### src/rtl/spike_encoder.sv
// spike_encoder: latches one vector of per-input spike times and replays it
// across a gamma cycle as one-cycle active-low pulses, reporting the current
// tick, an end-of-gamma pulse and the number of spikes emitted per gamma.

`ifndef NUM_SPIKES
`define NUM_SPIKES 4
`endif

// One spike line: holds its latched spike time and flags a match against the
// tick being entered. On load the incoming time is compared directly so that
// tick-0 spikes appear on the first RUN cycle.
module spike_lane #(
  parameter int TIME_BITS = 4
) (
  input  logic                 clk,
  input  logic                 rst,
  input  logic                 load,
  input  logic [TIME_BITS-1:0] load_time,
  input  logic [TIME_BITS-1:0] cmp_tick,
  output logic                 hit
);
  logic [TIME_BITS-1:0] t_q;

  // latched spike time for this line
  always_ff @(posedge clk) begin
    if (rst)       t_q <= '0;
    else if (load) t_q <= load_time;
  end

  assign hit = load ? (load_time == cmp_tick) : (t_q == cmp_tick);
endmodule

module spike_encoder #(
  parameter int NUM_INPUTS = `NUM_SPIKES,
  parameter int TIME_BITS  = 4,
  parameter int GAMMA_LEN  = 8,
  parameter int CNT_BITS   = $clog2(NUM_INPUTS + 1)
) (
  input  logic                            clk,
  input  logic                            rst,
  input  logic                            start,
  input  logic [NUM_INPUTS*TIME_BITS-1:0] spike_times,
  output logic                            ready,
  output logic                            busy,
  output logic [TIME_BITS-1:0]            tick,
  output logic [NUM_INPUTS-1:0]           should_spike_in_l,
  output logic                            gamma_done,
  output logic [CNT_BITS-1:0]             spike_count
);
  localparam logic [TIME_BITS-1:0] LAST = TIME_BITS'(GAMMA_LEN - 1);

  typedef enum logic {IDLE, RUN} state_t;

  state_t                state, state_nxt;
  logic                  last, accept;
  logic [TIME_BITS-1:0]  cmp_tick;
  logic [NUM_INPUTS-1:0] hits;
  logic [CNT_BITS-1:0]   hit_cnt, run_cnt;

  // ready/busy come straight from registered state, no input paths
  assign last  = (state == RUN) && (tick == LAST);
  assign busy  = (state == RUN);
  assign ready = (state == IDLE) || last;

  // FSM state register
  always_ff @(posedge clk) begin
    if (rst) state <= IDLE;
    else     state <= state_nxt;
  end

  // next state, acceptance and the tick that the next cycle will show
  always_comb begin
    state_nxt = state;
    accept    = start && ready;
    cmp_tick  = accept ? '0 : tick + TIME_BITS'(1);
    case (state)
      IDLE: if (start)         state_nxt = RUN;
      RUN:  if (last && !start) state_nxt = IDLE;
      default:                 state_nxt = IDLE;
    endcase
  end

  // per-line time registers and match logic
  for (genvar i = 0; i < NUM_INPUTS; i++) begin : g_lane
    spike_lane #(.TIME_BITS(TIME_BITS)) u_lane (
      .clk       (clk),
      .rst       (rst),
      .load      (accept),
      .load_time (spike_times[i*TIME_BITS +: TIME_BITS]),
      .cmp_tick  (cmp_tick),
      .hit       (hits[i])
    );
  end

  // number of lines spiking on the tick being entered
  always_comb begin
    hit_cnt = '0;
    for (int i = 0; i < NUM_INPUTS; i++) hit_cnt = hit_cnt + CNT_BITS'(hits[i]);
  end

  // registered tick, pulses, running count and end-of-gamma count
  always_ff @(posedge clk) begin
    if (rst) begin
      tick              <= '0;
      should_spike_in_l <= '1;
      gamma_done        <= 1'b0;
      spike_count       <= '0;
      run_cnt           <= '0;
    end else begin
      gamma_done <= 1'b0;
      if (accept) begin
        // new gamma (from IDLE or back-to-back on the last tick)
        tick              <= '0;
        should_spike_in_l <= ~hits;
        run_cnt           <= hit_cnt;
      end else if (busy && !last) begin
        tick              <= cmp_tick;
        should_spike_in_l <= ~hits;
        run_cnt           <= run_cnt + hit_cnt;
        if (cmp_tick == LAST) begin
          gamma_done  <= 1'b1;
          spike_count <= run_cnt + hit_cnt;
        end
      end else begin
        // idle or leaving the last tick: lines high, tick holds
        should_spike_in_l <= '1;
      end
    end
  end
endmodule

### config.mk
export PLATFORM = sky130hd
export DESIGN_NAME = spike_encoder
export DESIGN_NICKNAME = d
export VERILOG_FILES = /design/src/rtl/spike_encoder.sv
export SDC_FILE = /design/constraint.sdc
export NUM_CORES = 1
export LEC_CHECK = 0
export ABC_AREA = 1
export CORE_UTILIZATION = 52
export DETAILED_ROUTE_END_ITERATION = 12
export GPL_ROUTABILITY_DRIVEN = 0
export PLACE_DENSITY = 0.79
export SKIP_LAST_GASP = 1
export SLEW_MARGIN = 30
export SYNTH_ARGS = -nofsm -noshare
export SYNTH_HDL_FRONTEND = slang
export SYNTH_SLANG_ARGS = --single-unit
export TNS_END_PERCENT = 1
### constraint.sdc
create_clock -name clk -period 4.2 [get_ports clk]
set_input_delay 0.42 -clock clk [delete_from_list [all_inputs] [get_ports clk]]
set_output_delay 0.42 -clock clk [all_outputs]
set_load 0.1 [all_outputs]
==> results of run 1 <==
-- registers in the layout (all words and copies together), names as in the netlist --
name and flops:
busy 1, g_lane.u_lane.t_q 16, gamma_done 1, run_cnt 3, should_spike_in_l 4, spike_count 3
tick 4
-- cells by family (layout without fill, tap and decap cells) --
logic type	after synthesis	in the layout	synth area share, %
compound gates	14	14	4.205
xor+xnor	3	3	1.472
fa+ha+maj	6	6	5.046
buf+inv	43	77	10.37
flops	32	32	35.88
simple gates	174	174	43.03
-- Yosys cell counts, drive strengths merged --
library cell	n	share of area (%)
nand3	41	12
a31oi	1	0.35
nand3b	10	4.2
buf	7	2.8
a211oi	1	0.42
inv	34	7.1
o21ai	2	0.56
clkbuf	2	0.42
and2	1	0.35
nor2	26	5.6
nor3	1	0.28
dfxtp	32	36
fa	2	2.2
o22ai	1	0.35
nand4	1	0.35
ha	4	2.8
xor2	2	0.98
nand2	94	20
xnor2	1	0.49
a21oi	9	2.5
-- metal layers --
layer / up-vias / share of wire (%)
met5: - / 0
met4: 0 / 1.6
li1: 922 / -
met3: 7 / 4.9
met2: 53 / 45
met1: 778 / 48
-- through the flow --
stage                     worst slack [ps]  power [uW]
after CTS                            439.9       741.4
after detailed placement             262.0       544.1
after floorplan                      204.5       489.4
after global routing                 139.5       776.1
final                                383.9       734.6
after global placement               303.7       541.5
-- path summary, 6_finish.rpt --
| kind | cells after the start | start | to |
|---|---|---|---|
| worst min-delay path | 2 | spike_count[0] | spike_count[0] |
| worst max-delay path | 18 | tick[0] | run_cnt[1] |
| worst min register to register | 2 | spike_count[0] | spike_count[0] |
| worst max register to register | 18 | tick[0] | run_cnt[1] |
-- worst max-delay path, cell delays in order (launching register included) --
cell and delay [ps]:
dfxtp_2 360, ha_1 230, nand3_2 110, nand2_4 60, nand2_2 220, nand3_1 330, nand3_1 160, nand2_1 80
nor2_1 140, nand2_1 100, fa_1 540, inv_1 50, ha_1 170, ha_1 270, inv_1 60, fa_1 540
o22ai_1 90, o21ai_0 150, inv_1 50
-- final cells by class --
class                      count  share of cell area [%]
clock buffer                   7                   2.938
sequential                    32                   29.10
inverter                      34                   5.763
multi-input combinational    197                   43.33
tap                           44                   2.486
timing repair buffer          36                   16.38
-- power groups by stage --
stage | registers, uW | logic (uW) | clock network (uW)
2_1_floorplan | 363 | 126 | 0
3_3_place_gp | 337 | 205 | 0
3_5_place_dp | 337 | 207 | 0
4_1_cts | 330 | 208 | 203
5_1_grt | 332 | 231 | 213
6_report | 330 | 208 | 196
==> metrics.yaml, run 1 <==
status: "finished clean"
critical_path_peak_fanout: 12
final_common_cell: "nand2_1"
hold_buffers: 0
grt_busiest_layer: "met2"
cts_htree_levels: 2
grt.overflow.total: 0
stdcell_area_sq_um: 2215
swShare_pct: 33.04
power.density_nw_per_um2: 331.7
grt_setup_unrepaired: "no"
clkSlewWorstSetupHoldPaths_ps: 100
met2_usage_pct: 39.40
vias: 1760
io_buffers: 32
antenna_found_initial: 0
finalSetupTns_ps: 0
place_area_sq_um: 2150
startpoint_type: "flip-flop"
final_cell_mix: "nand2_1 (91), nand3_1 (40), inv_1 (34), clkdlybuf4s50_1 (32), dfxtp_1 (29)"
finClkSkew_ps: 5.752
post-cts-setup-buffers: 0
slew_headroom_pct: 33.91
comb_power_share_pct: 28.4
crit_required_ps: 4430
end_kind: "flip-flop"
insertion_delay_ps: 330
cts_tree: "built"
firstDrtPassIters: 4
fp.dieW_microns: 60.60
vdd_drop_max_mv: 0.1893
utilization_pct: 70.24
rows: 20
groute.layer.met3.usage_pct: 3.838
holdCritPathClass: "reg2reg"
p_leak_uw: 0.001063
wl_per_cell_microns: 11.44
grt_max_degree: 28
cts_resized: 0
grt_pass1_vias: 1452
grt_use_met1_pct: 31.71
cts-buffers-inserted: 5
setup_viol: 0
grt_pass1_wl_mm: 6.492
reg2reg_slack_ps: 380
nNetsFinal: 331
routed_wl_mm: 4.005
vias_per_cell: 5.029
cts-root-buf: "clkbuf_4"
synth_area_sq_um: 1785
die_h_microns: 60.60
die_area_sq_um: 3672
syn_nets: 297
ys_ff_latch: 32
slew_violations: 0
syn_inst: 272
multi_input_area_sq_um: 959.7
cts_buffer_depth: 2
cts_sinks: 32
drt_iter0_drc: 96
fin_crit_ps: 3816
diodes: 0
start_util_pct: 56.63
finalNonFillerCells: 350
clkPwrFrac_pct: 26.7
cp.arrival_ps: 4050
dp_cells: 343
fill_cells: 300
antenna_left: 0
core_sq_um: 3153
ys_types: 27
period_share_pct: 90.86
drc: 0
holdWs_ps: 469.2
power_frac_seq_pct: 44.9
track_usage_pct: 24.33
ys_seq_area_share_pct: 35.88
switchingPower_uw: 242.7
hold_viol: 0
max_cap_violations: 0
hpwl_mm: 2.926
num_io_pins: 33
internal_power_uw: 491.9
syn_avg_cell_area_sq_um: 6.564
critPathKind: "reg2reg"
fmax_mhz: 262.0
area_growth_pct: 24.04
drive_above_1_share_pct: 6.209
worst_pin_slew_ps: 988.3
register_area_sq_um: 644.4
yosys_warnings: 0
Power figures use the tool's default switching activity.
==> run 2, diff against run 1 <==
--- a/config.mk
+++ b/config.mk
@@ -6,10 +6,10 @@
 export NUM_CORES = 1
 export LEC_CHECK = 0
 export ABC_AREA = 1
-export CORE_UTILIZATION = 52
+export CORE_UTILIZATION = 55
 export DETAILED_ROUTE_END_ITERATION = 12
 export GPL_ROUTABILITY_DRIVEN = 0
-export PLACE_DENSITY = 0.79
+export PLACE_DENSITY = 0.83
 export SKIP_LAST_GASP = 1
 export SLEW_MARGIN = 30
 export SYNTH_ARGS = -nofsm -noshare
==> constraint.sdc (replaced) <==
create_clock -name clk -period 4.55 [get_ports clk]
set_input_delay 0.455 -clock clk [delete_from_list [all_inputs] [get_ports clk]]
set_output_delay 0.455 -clock clk [all_outputs]
set_load 0.1 [all_outputs]
==> run 2 against run 1 <==
Against the previous run:
- worst setup slack improved by 240 ps
- sequential share of layout area increased by 0.21 points
- sequential cell count unchanged
- critical path type unchanged
- highest routed layer unchanged
==> metrics.yaml, run 2 (synthesized netlist as in run 1, its figures left out) <==
status: "finished clean"
p_leak_uw: 0.001052
worst_pin_slew_ps: 970.7
drc: 0
final_common_cell: "nand2_1"
hold_viol: 0
die_h_microns: 58.98
hold_buffers: 0
power.density_nw_per_um2: 304.8
stdcell_area_sq_um: 2195
largest_register: "g_lane.u_lane.t_q"
finClkSkew_ps: 7.994
rows: 20
fmax_mhz: 254.6
largest_reg_flops: 16
firstDrtPassIters: 4
drive_above_1_share_pct: 5.537
clkSlewWorstSetupHoldPaths_ps: 100
startpoint_type: "flip-flop"
cts_resized: 0
critPathKind: "reg2reg"
grt_pass1_wl_mm: 6.734
r2r_cells: 20
cts-buffers-inserted: 5
end_kind: "flip-flop"
die_area_sq_um: 3478
setup_viol: 0
place_ws_ps: 634.8
critical_path_peak_fanout: 28
cp.arrival_ps: 4180
fin_crit_ps: 3928
vdd_drop_max_mv: 0.2555
cts_htree_levels: 2
cts-root-buf: "clkbuf_4"
fin_total_pwr_uw: 669.0
num_io_pins: 33
insertion_delay_ps: 350
start_util_pct: 58.01
setup_slack_ps: 622.3
hpwl_mm: 2.956
core_sq_um: 3078
slew_violations: 0
grt_max_degree: 29
crit_required_ps: 4800
slew_headroom_pct: 35.09
holdWs_ps: 473.2
holdCritPathClass: "reg2reg"
nNetsFinal: 331
grt.overflow.total: 0
period_share_pct: 86.32
place_area_sq_um: 2136
track_usage_pct: 26.16
holdPathStages: 2
wl_per_cell_microns: 11.70
max_cap_violations: 0
post-cts-setup-buffers: 0
io_buffers: 32
fp.dieW_microns: 58.98
antenna_found_initial: 0
finalSetupTns_ps: 0
grt_setup_unrepaired: "no"
cts_buffer_depth: 2
vias: 1765
routed_wl_mm: 4.105
antenna_left: 0
area_growth_pct: 22.91
final_cell_mix: "nand2_1 (91), nand3_1 (40), inv_1 (34), clkdlybuf4s50_1 (32), dfxtp_1 (30)"
cts_tree: "built"
diodes: 0
drt_iter0_drc: 125
cts_sinks: 32
grt_pass1_vias: 1566
reg.largest.list: "g_lane.u_lane.t_q x16, should_spike_in_l x4, tick x4"
vias_per_cell: 5.028
==> run 2: worst max-delay path, cell delays in order, from the launching register on <==
cell and delay, ps:
dfxtp_2 390, ha_1 210, nand3_2 130, nand2_4 280, nand2_2 110, buf_4 210, nand2_2 110, inv_1 90
nand2_1 70, nand2_1 40, nor2_1 140, nand2_1 100, fa_1 530, inv_1 40, ha_1 170, ha_1 270
inv_1 60, fa_1 540, o22ai_1 90, o21ai_0 180, inv_1 50
==> run 2: area by class of cell <==
type,instances,area [sq um]
multi-input cells,197,959.7
repair buffers,36,350.3
inverters,34,127.6
fillers,281,883.3
flip-flops and latches,32,643.1
clock buffers,8,58.81
well taps,44,55.05
==> run 2: power by group <==
| part | internal, uW | switching, uW |
|---|---|---|
| logic | 67.4 | 122 |
| registers | 297 | 7.37 |
| clock network | 76.1 | 98.3 |
| total | 441 | 228 |
==> run 2: final timing paths <==
check / startpoint / end / slack [ps]
worst min-delay path: spike_count[0] / spike_count[0] / 470
worst max register to register: tick[0] / run_cnt[1] / 620
worst min register to register: spike_count[0] / spike_count[0] / 470
worst max-delay path: tick[0] / run_cnt[1] / 620
==> run 2: per-layer routing <==
metal	GRT usage (%)	up-vias	part of all wire, %
met2	41.40	65	46
met3	6.114	8	6.9
li1	-	924	-
met4	10.54	0	1.2
met1	34.48	768	46
met5	0	-	0
==> run 2: metrics by stage <==
step | cells | util, %
final | 351 | 71.30
after global routing | 351 | 71.30
after CTS | 351 | 71.30
after detailed placement | 343 | 69.39
after global placement | 343 | 69.39
after floorplan | 272 | -
